[config.mk]
export PLATFORM = sky130hd
export DESIGN_NAME = uart_tx
export DESIGN_NICKNAME = d
export VERILOG_FILES = /design/src/rtl/uart_pkg.sv /design/src/rtl/uart_tx_fifo.sv /design/src/rtl/uart_tx.sv
export SDC_FILE = /design/constraint.sdc
export NUM_CORES = 1
export LEC_CHECK = 0
export CAP_MARGIN = 25
export CORE_ASPECT_RATIO = 0.8
export CORE_MARGIN = 4
export CORE_UTILIZATION = 45
export CTS_BUF_LIST = sky130_fd_sc_hd__clkbuf_4
export DETAILED_ROUTE_END_ITERATION = 16
export PLACE_DENSITY_LB_ADDON = 0.12
export SYNTH_ARGS = -nofsm -noshare
export SYNTH_HDL_FRONTEND = slang
export SYNTH_HIERARCHICAL = 1
export SYNTH_SLANG_ARGS = --single-unit
export TNS_END_PERCENT = 5
[constraint.sdc]
create_clock -name clk -period 3.33 [get_ports clk]
set_clock_uncertainty 0.1 [all_clocks]
set_input_delay 0.8325 -clock clk [delete_from_list [all_inputs] [get_ports clk]]
set_output_delay 0.8325 -clock clk [all_outputs]
set_load 0.005 [all_outputs]
[src/rtl/uart_pkg.sv]
// Shared UART definitions used by both the transmitter and the receiver:
// frame geometry and the serial FSM state encoding.
package uart_pkg;

  localparam int DATA_BITS  = 8;
  localparam int OVERSAMPLE = 8;

  // Counter widths derived from the frame geometry.
  localparam int SPACING_W = $clog2(OVERSAMPLE);
  localparam int BIT_CNT_W = $clog2(DATA_BITS);

  typedef enum logic [1:0] {
    IDLE  = 2'd0,
    START = 2'd1,
    DATA  = 2'd2,
    STOP  = 2'd3
  } uart_state_t;

endpackage

[src/rtl/uart_tx_fifo.sv]
// Small single-clock byte FIFO feeding the UART transmitter.
// The head entry is presented combinationally so the FSM can load it into
// the shift register on the same tick that pops it.
module uart_tx_fifo #(
  parameter int FIFO_DEPTH = 4
) (
  input  logic       clk,
  input  logic       reset_n,
  input  logic       push,
  input  logic [7:0] push_data,
  input  logic       pop,
  output logic [7:0] pop_data,
  output logic       full,
  output logic       empty
);

  localparam int PTR_W = $clog2(FIFO_DEPTH);
  localparam int CNT_W = PTR_W + 1;
  localparam logic [CNT_W-1:0] CNT_FULL = CNT_W'(FIFO_DEPTH);

  logic [7:0]       mem [FIFO_DEPTH];
  logic [PTR_W-1:0] wr_ptr_reg;
  logic [PTR_W-1:0] rd_ptr_reg;
  logic [CNT_W-1:0] count_reg;
  logic             push_ok;
  logic             pop_ok;

  // Guard both ends so a stray request can never corrupt the occupancy.
  assign push_ok = push && !full;
  assign pop_ok  = pop && !empty;

  assign full     = (count_reg == CNT_FULL);
  assign empty    = (count_reg == '0);
  assign pop_data = mem[rd_ptr_reg];

  // Storage array: no reset so it maps onto plain RAM/LUT storage.
  always_ff @(posedge clk) begin
    if (push_ok) begin
      mem[wr_ptr_reg] <= push_data;
    end
  end

  // Pointers wrap naturally because the depth is a power of two.
  always_ff @(posedge clk) begin
    if (!reset_n) begin
      wr_ptr_reg <= '0;
      rd_ptr_reg <= '0;
      count_reg  <= '0;
    end else begin
      if (push_ok) begin
        wr_ptr_reg <= wr_ptr_reg + PTR_W'(1);
      end
      if (pop_ok) begin
        rd_ptr_reg <= rd_ptr_reg + PTR_W'(1);
      end
      if (push_ok && !pop_ok) begin
        count_reg <= count_reg + CNT_W'(1);
      end else if (pop_ok && !push_ok) begin
        count_reg <= count_reg - CNT_W'(1);
      end
    end
  end

endmodule

[src/rtl/uart_tx.sv]
// UART transmitter, 8N1, paced by an 8x-baud tick shared with the receiver.
// Bytes queue in uart_tx_fifo; the FSM serialises them back-to-back.
module uart_tx
  import uart_pkg::*;
#(
  parameter int FIFO_DEPTH = 4
) (
  input  logic       clk,
  input  logic       reset_n,
  input  logic       baud8_tick,
  input  logic [7:0] tx_data,
  input  logic       tx_valid,
  output logic       tx_ready,
  output logic       tx,
  output logic       tx_busy
);

  localparam logic [SPACING_W-1:0] SPACING_LAST = SPACING_W'(OVERSAMPLE - 1);
  localparam logic [BIT_CNT_W-1:0] BIT_LAST     = BIT_CNT_W'(DATA_BITS - 1);

  uart_state_t          state_reg,   state_next;
  logic [SPACING_W-1:0] spacing_reg, spacing_next;
  logic [BIT_CNT_W-1:0] bit_cnt_reg, bit_cnt_next;
  logic [DATA_BITS-1:0] shift_reg,   shift_next;
  logic                 tx_reg,      tx_next;

  logic       fifo_pop;
  logic       fifo_full;
  logic       fifo_empty;
  logic [7:0] fifo_data;

  uart_tx_fifo #(
    .FIFO_DEPTH(FIFO_DEPTH)
  ) u_fifo (
    .clk      (clk),
    .reset_n  (reset_n),
    .push     (tx_valid && tx_ready),
    .push_data(tx_data),
    .pop      (fifo_pop),
    .pop_data (fifo_data),
    .full     (fifo_full),
    .empty    (fifo_empty)
  );

  // tx_ready comes only from the registered FIFO count, never from tx_valid.
  assign tx_ready = !fifo_full;
  assign tx_busy  = !fifo_empty || (state_reg != IDLE);
  assign tx       = tx_reg;

  // Next-state, counters, shift register and line level; all frozen between ticks.
  always_comb begin
    state_next   = state_reg;
    spacing_next = spacing_reg;
    bit_cnt_next = bit_cnt_reg;
    shift_next   = shift_reg;
    fifo_pop     = 1'b0;

    if (baud8_tick) begin
      case (state_reg)
        IDLE: begin
          if (!fifo_empty) begin
            state_next   = START;
            fifo_pop     = 1'b1;
            shift_next   = fifo_data;
            spacing_next = '0;
            bit_cnt_next = '0;
          end
        end
        START: begin
          spacing_next = spacing_reg + SPACING_W'(1);
          if (spacing_reg == SPACING_LAST) begin
            state_next = DATA;
          end
        end
        DATA: begin
          spacing_next = spacing_reg + SPACING_W'(1);
          if (spacing_reg == SPACING_LAST) begin
            shift_next   = shift_reg >> 1;
            bit_cnt_next = bit_cnt_reg + BIT_CNT_W'(1);
            if (bit_cnt_reg == BIT_LAST) begin
              state_next = STOP;
            end
          end
        end
        STOP: begin
          spacing_next = spacing_reg + SPACING_W'(1);
          if (spacing_reg == SPACING_LAST) begin
            if (!fifo_empty) begin
              // Chain straight into the next frame with no idle gap.
              state_next   = START;
              fifo_pop     = 1'b1;
              shift_next   = fifo_data;
              spacing_next = '0;
              bit_cnt_next = '0;
            end else begin
              state_next = IDLE;
            end
          end
        end
        default: state_next = IDLE;
      endcase
    end

    // Line level follows the state being entered, so it flips on the same edge.
    case (state_next)
      START:   tx_next = 1'b0;
      DATA:    tx_next = shift_next[0];
      default: tx_next = 1'b1;
    endcase
  end

  // State and datapath registers; reset aborts any frame and idles the line.
  always_ff @(posedge clk) begin
    if (!reset_n) begin
      state_reg   <= IDLE;
      spacing_reg <= '0;
      bit_cnt_reg <= '0;
      shift_reg   <= '0;
      tx_reg      <= 1'b1;
    end else begin
      state_reg   <= state_next;
      spacing_reg <= spacing_next;
      bit_cnt_reg <= bit_cnt_next;
      shift_reg   <= shift_next;
      tx_reg      <= tx_next;
    end
  end

endmodule
== Word-level counts from Yosys, hierarchy flattened ==
Memory sizes are Yosys's and may differ from the RTL's. A register that Yosys moved wholly into a read port is not among the register bits.
Cells that the tools add are included.
Word-level totals
  register bits: 24
  memory bits (writable): 32
  input bits: 12
  logic and storage cells: 77
  memories: 1
Memory list
  u_fifo.mem: depth 4, width 8, read ports 1, clocked after Yosys merged registers in 1, wr ports 1, line uart_tx_fifo.sv:21  | logic [7:0] mem [FIFO_DEPTH];
Cells by class
  add/sub/neg operators: 6
  equal/unequal tests: 11
  multiplexer cells: 32
  reductions and logical operators: 18
Operator list (number)
  $mux 3: 8
  $mux 8: 3
  $pmux 8 s3: 1
  $pmux 3 s3: 2
  $mux 2: 8
  $add 3x1->3 const B: 3
  $eq 3x3->1 const B: 3
  $pmux 2 s4: 1
  $mux 1: 7
  $eq 2x2->1 const B: 3
  $ne 2x2->1 const B: 3
  $logic_and 1x1->1: 5
  $add 2x1->2 const B: 2
  $eq 2x1->1 const B: 2
  $logic_not 1->1: 4
  $pmux 1 s2: 2
  $reduce_and 4->1: 1
  $reduce_bool 2->1: 2
  $logic_not 3->1: 1
  $reduce_bool 3->1: 1
  $sub 3x1->3 const B: 1
  $logic_not 2->1: 1
  $reduce_and 2->1: 1
  $reduce_or 2->1: 1
  $logic_or 1x1->1: 1

== Logic depth before layout (Yosys ltp) ==
  depth in word-level cells: 9
  depth in mapped cells: 11
  depth with buffers taken out: 11

== Cells and area by module ==
Netlist, hierarchy kept.
Modules (own cells, without submodules)
  uart_tx_fifo: times used 1, cells an instance 90, area an instance 1639.1 µm², seq. area each 1141.1 µm²
  uart_tx: times used 1, cells an instance 113, area an instance 1031.0 µm², seq. area each 340.3 µm²

== Least setup slack after synthesis ==
Ideal clock, no wire load.
  kind: reg2reg
  start point: register u_fifo.count_reg[0]
  end point: register u_fifo.count_reg[2]
  setup time: 0.070 ns
  arrival time: 2.384 ns
  setup slack: 0.775 ns
  cell stages (with the launch flop): 10
  path buffers: 0
  clock period less this slack: 2.555 ns
  path through: dfxtp_1 nor3_1 nor4b_1 o31ai_2 ha_1 inv_1 fa_1 xor2_1 or3_1 a21boi_1
Between the ends
  cells in the longest elaborated chain, start to end: 9
Ends and longest elaborated chain
  start, declared: line uart_tx_fifo.sv:24  | logic [CNT_W-1:0] count_reg;
  start signal, assigned: line uart_tx_fifo.sv:57  | count_reg <= count_reg + CNT_W'(1);
  start signal, assigned: line uart_tx_fifo.sv:59  | count_reg <= count_reg - CNT_W'(1);
  $logic_not 3->1 *: line uart_tx_fifo.sv:33  | assign empty = (count_reg == '0);
  via fifo_empty: line uart_tx.sv:29  | logic fifo_empty;
  $mux 1 *: line uart_tx.sv:61, uart_tx.sv:88
  $mux 1: line uart_tx.sv:87  | if (spacing_reg == SPACING_LAST) begin
  $pmux 1 s2 *: line uart_tx.sv:59  | case (state_reg)
  $mux 1 *: line uart_tx.sv:58  | if (baud8_tick) begin
  via fifo_pop: line uart_tx.sv:27  | logic fifo_pop;
  $logic_and 1x1->1 *: line uart_tx_fifo.sv:30  | assign pop_ok = pop && !empty;
  $logic_not 1->1: line uart_tx_fifo.sv:56  | if (push_ok && !pop_ok) begin
  $logic_and 1x1->1: line uart_tx_fifo.sv:56
  $mux 3 / $reduce_bool 2->1 (equally long branches)
The timed path passes the listed nets; every way through them passes the cells marked *. The select of a mux whose other input is x is not followed.
A chain may end at the register's enable or synchronous reset.

== Final worst setup path ==
  start point: register spacing_reg[0]
  end point: register u_fifo.count_reg[2]
Between the ends
  cells in the longest elaborated chain, start to end: 8
Ends and longest elaborated chain
  start, declared: line uart_tx.sv:22  | logic [SPACING_W-1:0] spacing_reg, spacing_next;
  start signal, assigned: line uart_tx.sv:122  | spacing_reg <= spacing_next;
  $eq 3x3->1 *: line uart_tx.sv:87
  $mux 1 *: line uart_tx.sv:87
  $pmux 1 s2 *: line uart_tx.sv:59
  $mux 1 *: line uart_tx.sv:58
  via fifo_pop: line uart_tx.sv:27
  $logic_and 1x1->1 *: line uart_tx_fifo.sv:30
  $logic_not 1->1: line uart_tx_fifo.sv:56
  $logic_and 1x1->1: line uart_tx_fifo.sv:56
  $mux 3 / $reduce_bool 2->1 (equally long branches)
The timed path passes the listed nets; every way through them passes the cells marked *.

==> flow_summary.ini <==
[detailed_routing]
ant_nets = 0
routed_wl_um = 4810
routedWlPerCell_um = 15.7
drt_iter0_drc = 72
vias = 1641
drtPass1Iterations = 4
vias_per_cell = 5.36
drc = 0

[setup_path]
crit_chain = ha_1 > ha_1 > a21oi_1 > nor4b_1 > o31ai_2 > ha_1 > inv_1 > fa_1 > xor2_1 > or3_1 > a21boi_1
cp_num_buf_inv = 1
critPathKind = reg -> reg
cp_slowest_cell = nor4b_1
cp.required_ns = 3.56
end_kind = register
crit_family = adder cells
cp.arrival_ns = 3.05
crit_path_frequent_cell = ha_1
critical-path-max-stage-delay_ns = 0.46
cp-start-kind = register
cp_max_fo = 7

[synthesis]
netlist_instances = 203
synth_area_um2 = 2670
async_flop_share_pct = 0
syn_area_per_cell_um2 = 13.2
synth_edf_count = 32
ys_seq_elements = 58
synth_warnings = 6
synth_cell_type_count = 48
synth-main-ff-cell = edfxtp_1
yosysSeqAreaShare_pct = 55.5
synth_nets = 231

[finish]
diodes = 0
largest_reg_flops = 32
syn2layout_area_growth_pct = 14.2
fin_nets = 251
drive_gt1_share_pct = 14.0
nFillCells = 483

[clocking]
cts-hold-fix-buffers = 0
cts-root-buf = clkbuf_4
cts_resized = 0
clock_sinks = 58
cts_tree = yes
cts_buffer_depth = 2
h-tree-depth = 3
numCtsBuffers = 9
clk_pin_slew_worst_paths_ns = 0.10
clkLatencyLatePin_ns = 0.39
postCtsSetupRepairBufs = 0

[sta]
hold_violations = 0
fin_hold_ws_ns = 0.425
setup_viol = 0
setup_tns_ns = 0
slew_violations = 0
fin_crit_ns = 2.82
timing.final.crit_share_pct = 84.6
max_freq_mhz = 355
tightest_slew_ns = 0.540
slew_headroom_pct = 63.9
rsz0062_at_grt = false

[place]
place_hpwl_um = 3470
gp_congestion = 0.804
io_buffers = 14

[power]
vdd_drop_max_mv = 0.461
p_leak_nw = 1.11
p_per_area_nw_per_um2 = 719
power_w = 0.00219

[floorplan]
start_util_pct = 47.8
rows = 24
die_y_um = 76.9
die_area_um2 = 7240
ios = 15
core-area_um2 = 5590
die_width_um = 94.1

[global_route]
gr-total-overflow = 0
grt_max_degree = 18
antenna_found_initial = 0
grt_pass1_wl_um = 8270
grt.total_usage_pct = 15.4
grt_pass1_vias = 1742

[job]
cap_violations = 0

[min_path]
hold_class = reg -> reg

[run_status]
run_status = complete, no violations
## path summary, 6_finish.rpt
kind                               startpoint                                to  slack, ns  cells past startpoint
setup reg to reg  spacing_reg[0]$_SDFFE_PN0P_  u_fifo/count_reg[2]$_SDFFE_PN0P_       0.51                     11
hold / removal    spacing_reg[1]$_SDFFE_PN0P_       spacing_reg[1]$_SDFFE_PN0P_       0.42                      2
hold reg to reg   spacing_reg[1]$_SDFFE_PN0P_       spacing_reg[1]$_SDFFE_PN0P_       0.42                      2
setup / recovery  spacing_reg[0]$_SDFFE_PN0P_  u_fifo/count_reg[2]$_SDFFE_PN0P_       0.51                     11
## worst min-delay path, cell delays in order, from the launching register on
cell and delay (ns):
dfxtp_1 0.33, a21oi_1 0.12, nor2b_1 0.05
## area by class of cell
class	count	area (um^2)	share of cell area, %
clock buffers	9	67.6	2.22
inverters	7	26.3	0.862
clock inverters	7	93.8	3.08
multi-input cells	130	1120	36.7
repair buffers	17	163	5.34
well taps	78	97.6	3.20
flip-flops and latches	58	1480	48.6
## metrics by stage
step	setup WS [ns]	util [%]	instances	cell area, um^2
2_1_floorplan	0.775	-	203	2670
3_3_place_gp	0.240	51.7	290	2890
3_5_place_dp	0.128	51.7	290	2890
4_1_cts	0.486	54.6	306	3050
5_1_grt	0.139	54.6	306	3050
6_report	0.512	54.6	306	3050
## routing by layer
| layer | track usage [%] | vias to the layer above | share of wire [%] |
|---|---|---|---|
| met5 | 0 | - | 0 |
| met1 | 19.5 | 809 | 47 |
| li1 | - | 798 | - |
| met2 | 23.9 | 28 | 49 |
| met3 | 6.46 | 6 | 3.7 |
| met4 | 4.62 | 0 | 0.89 |
## placed cells by master (no fill, tap or decap), types with 3 or more instances in the layout
master,n
nor2b_1,19
dfxtp_1,26
buf_4,3
a22oi_1,7
nand2b_1,4
edfxtp_1,32
a21oi_1,6
mux4_2,8
a31oi_1,3
nor2_1,4
and2_1,9
a32oi_1,3
mux2i_1,4
nand2_1,8
a22o_1,6
xnor2_1,3
clkdlybuf4s50_1,14
clkbuf_4,9
ha_1,15
inv_1,7
## synthesized netlist by cell type, types with 6 or more instances
cell type   n  area (um^2)
a22o_1      6         52.6
a21oi_1     6         30.0
a22oi_1     7         52.6
nor2b_1    19          119
ha_1       15          188
mux4_2      8          180
edfxtp_1   32          961
inv_1       7         26.3
and2_1      9         56.3
nand2_1     8         30.0
dfxtp_1    26          521
## report_power, final
group | switching [W] | internal, W
sequential | 0.0000895 | 0.000872
combinational | 0.000334 | 0.000331
clock | 0.000262 | 0.000303
total | 0.000685 | 0.00151
## logic make-up (layout without fill, tap and decap cells)
logic type	count (synthesis)	count (layout)	synth area share (%)
AO/OA/AOI/OAI	40	40	11.2
XOR/XNOR	4	4	1.31
adder cells (fa/ha/maj)	16	16	7.78
buffers and inverters	15	40	2.62
flip-flops	58	58	55.5
multiplexers	12	12	8.25
AND/OR/NAND/NOR	58	58	13.4
(Power assumes the default switching activity.)
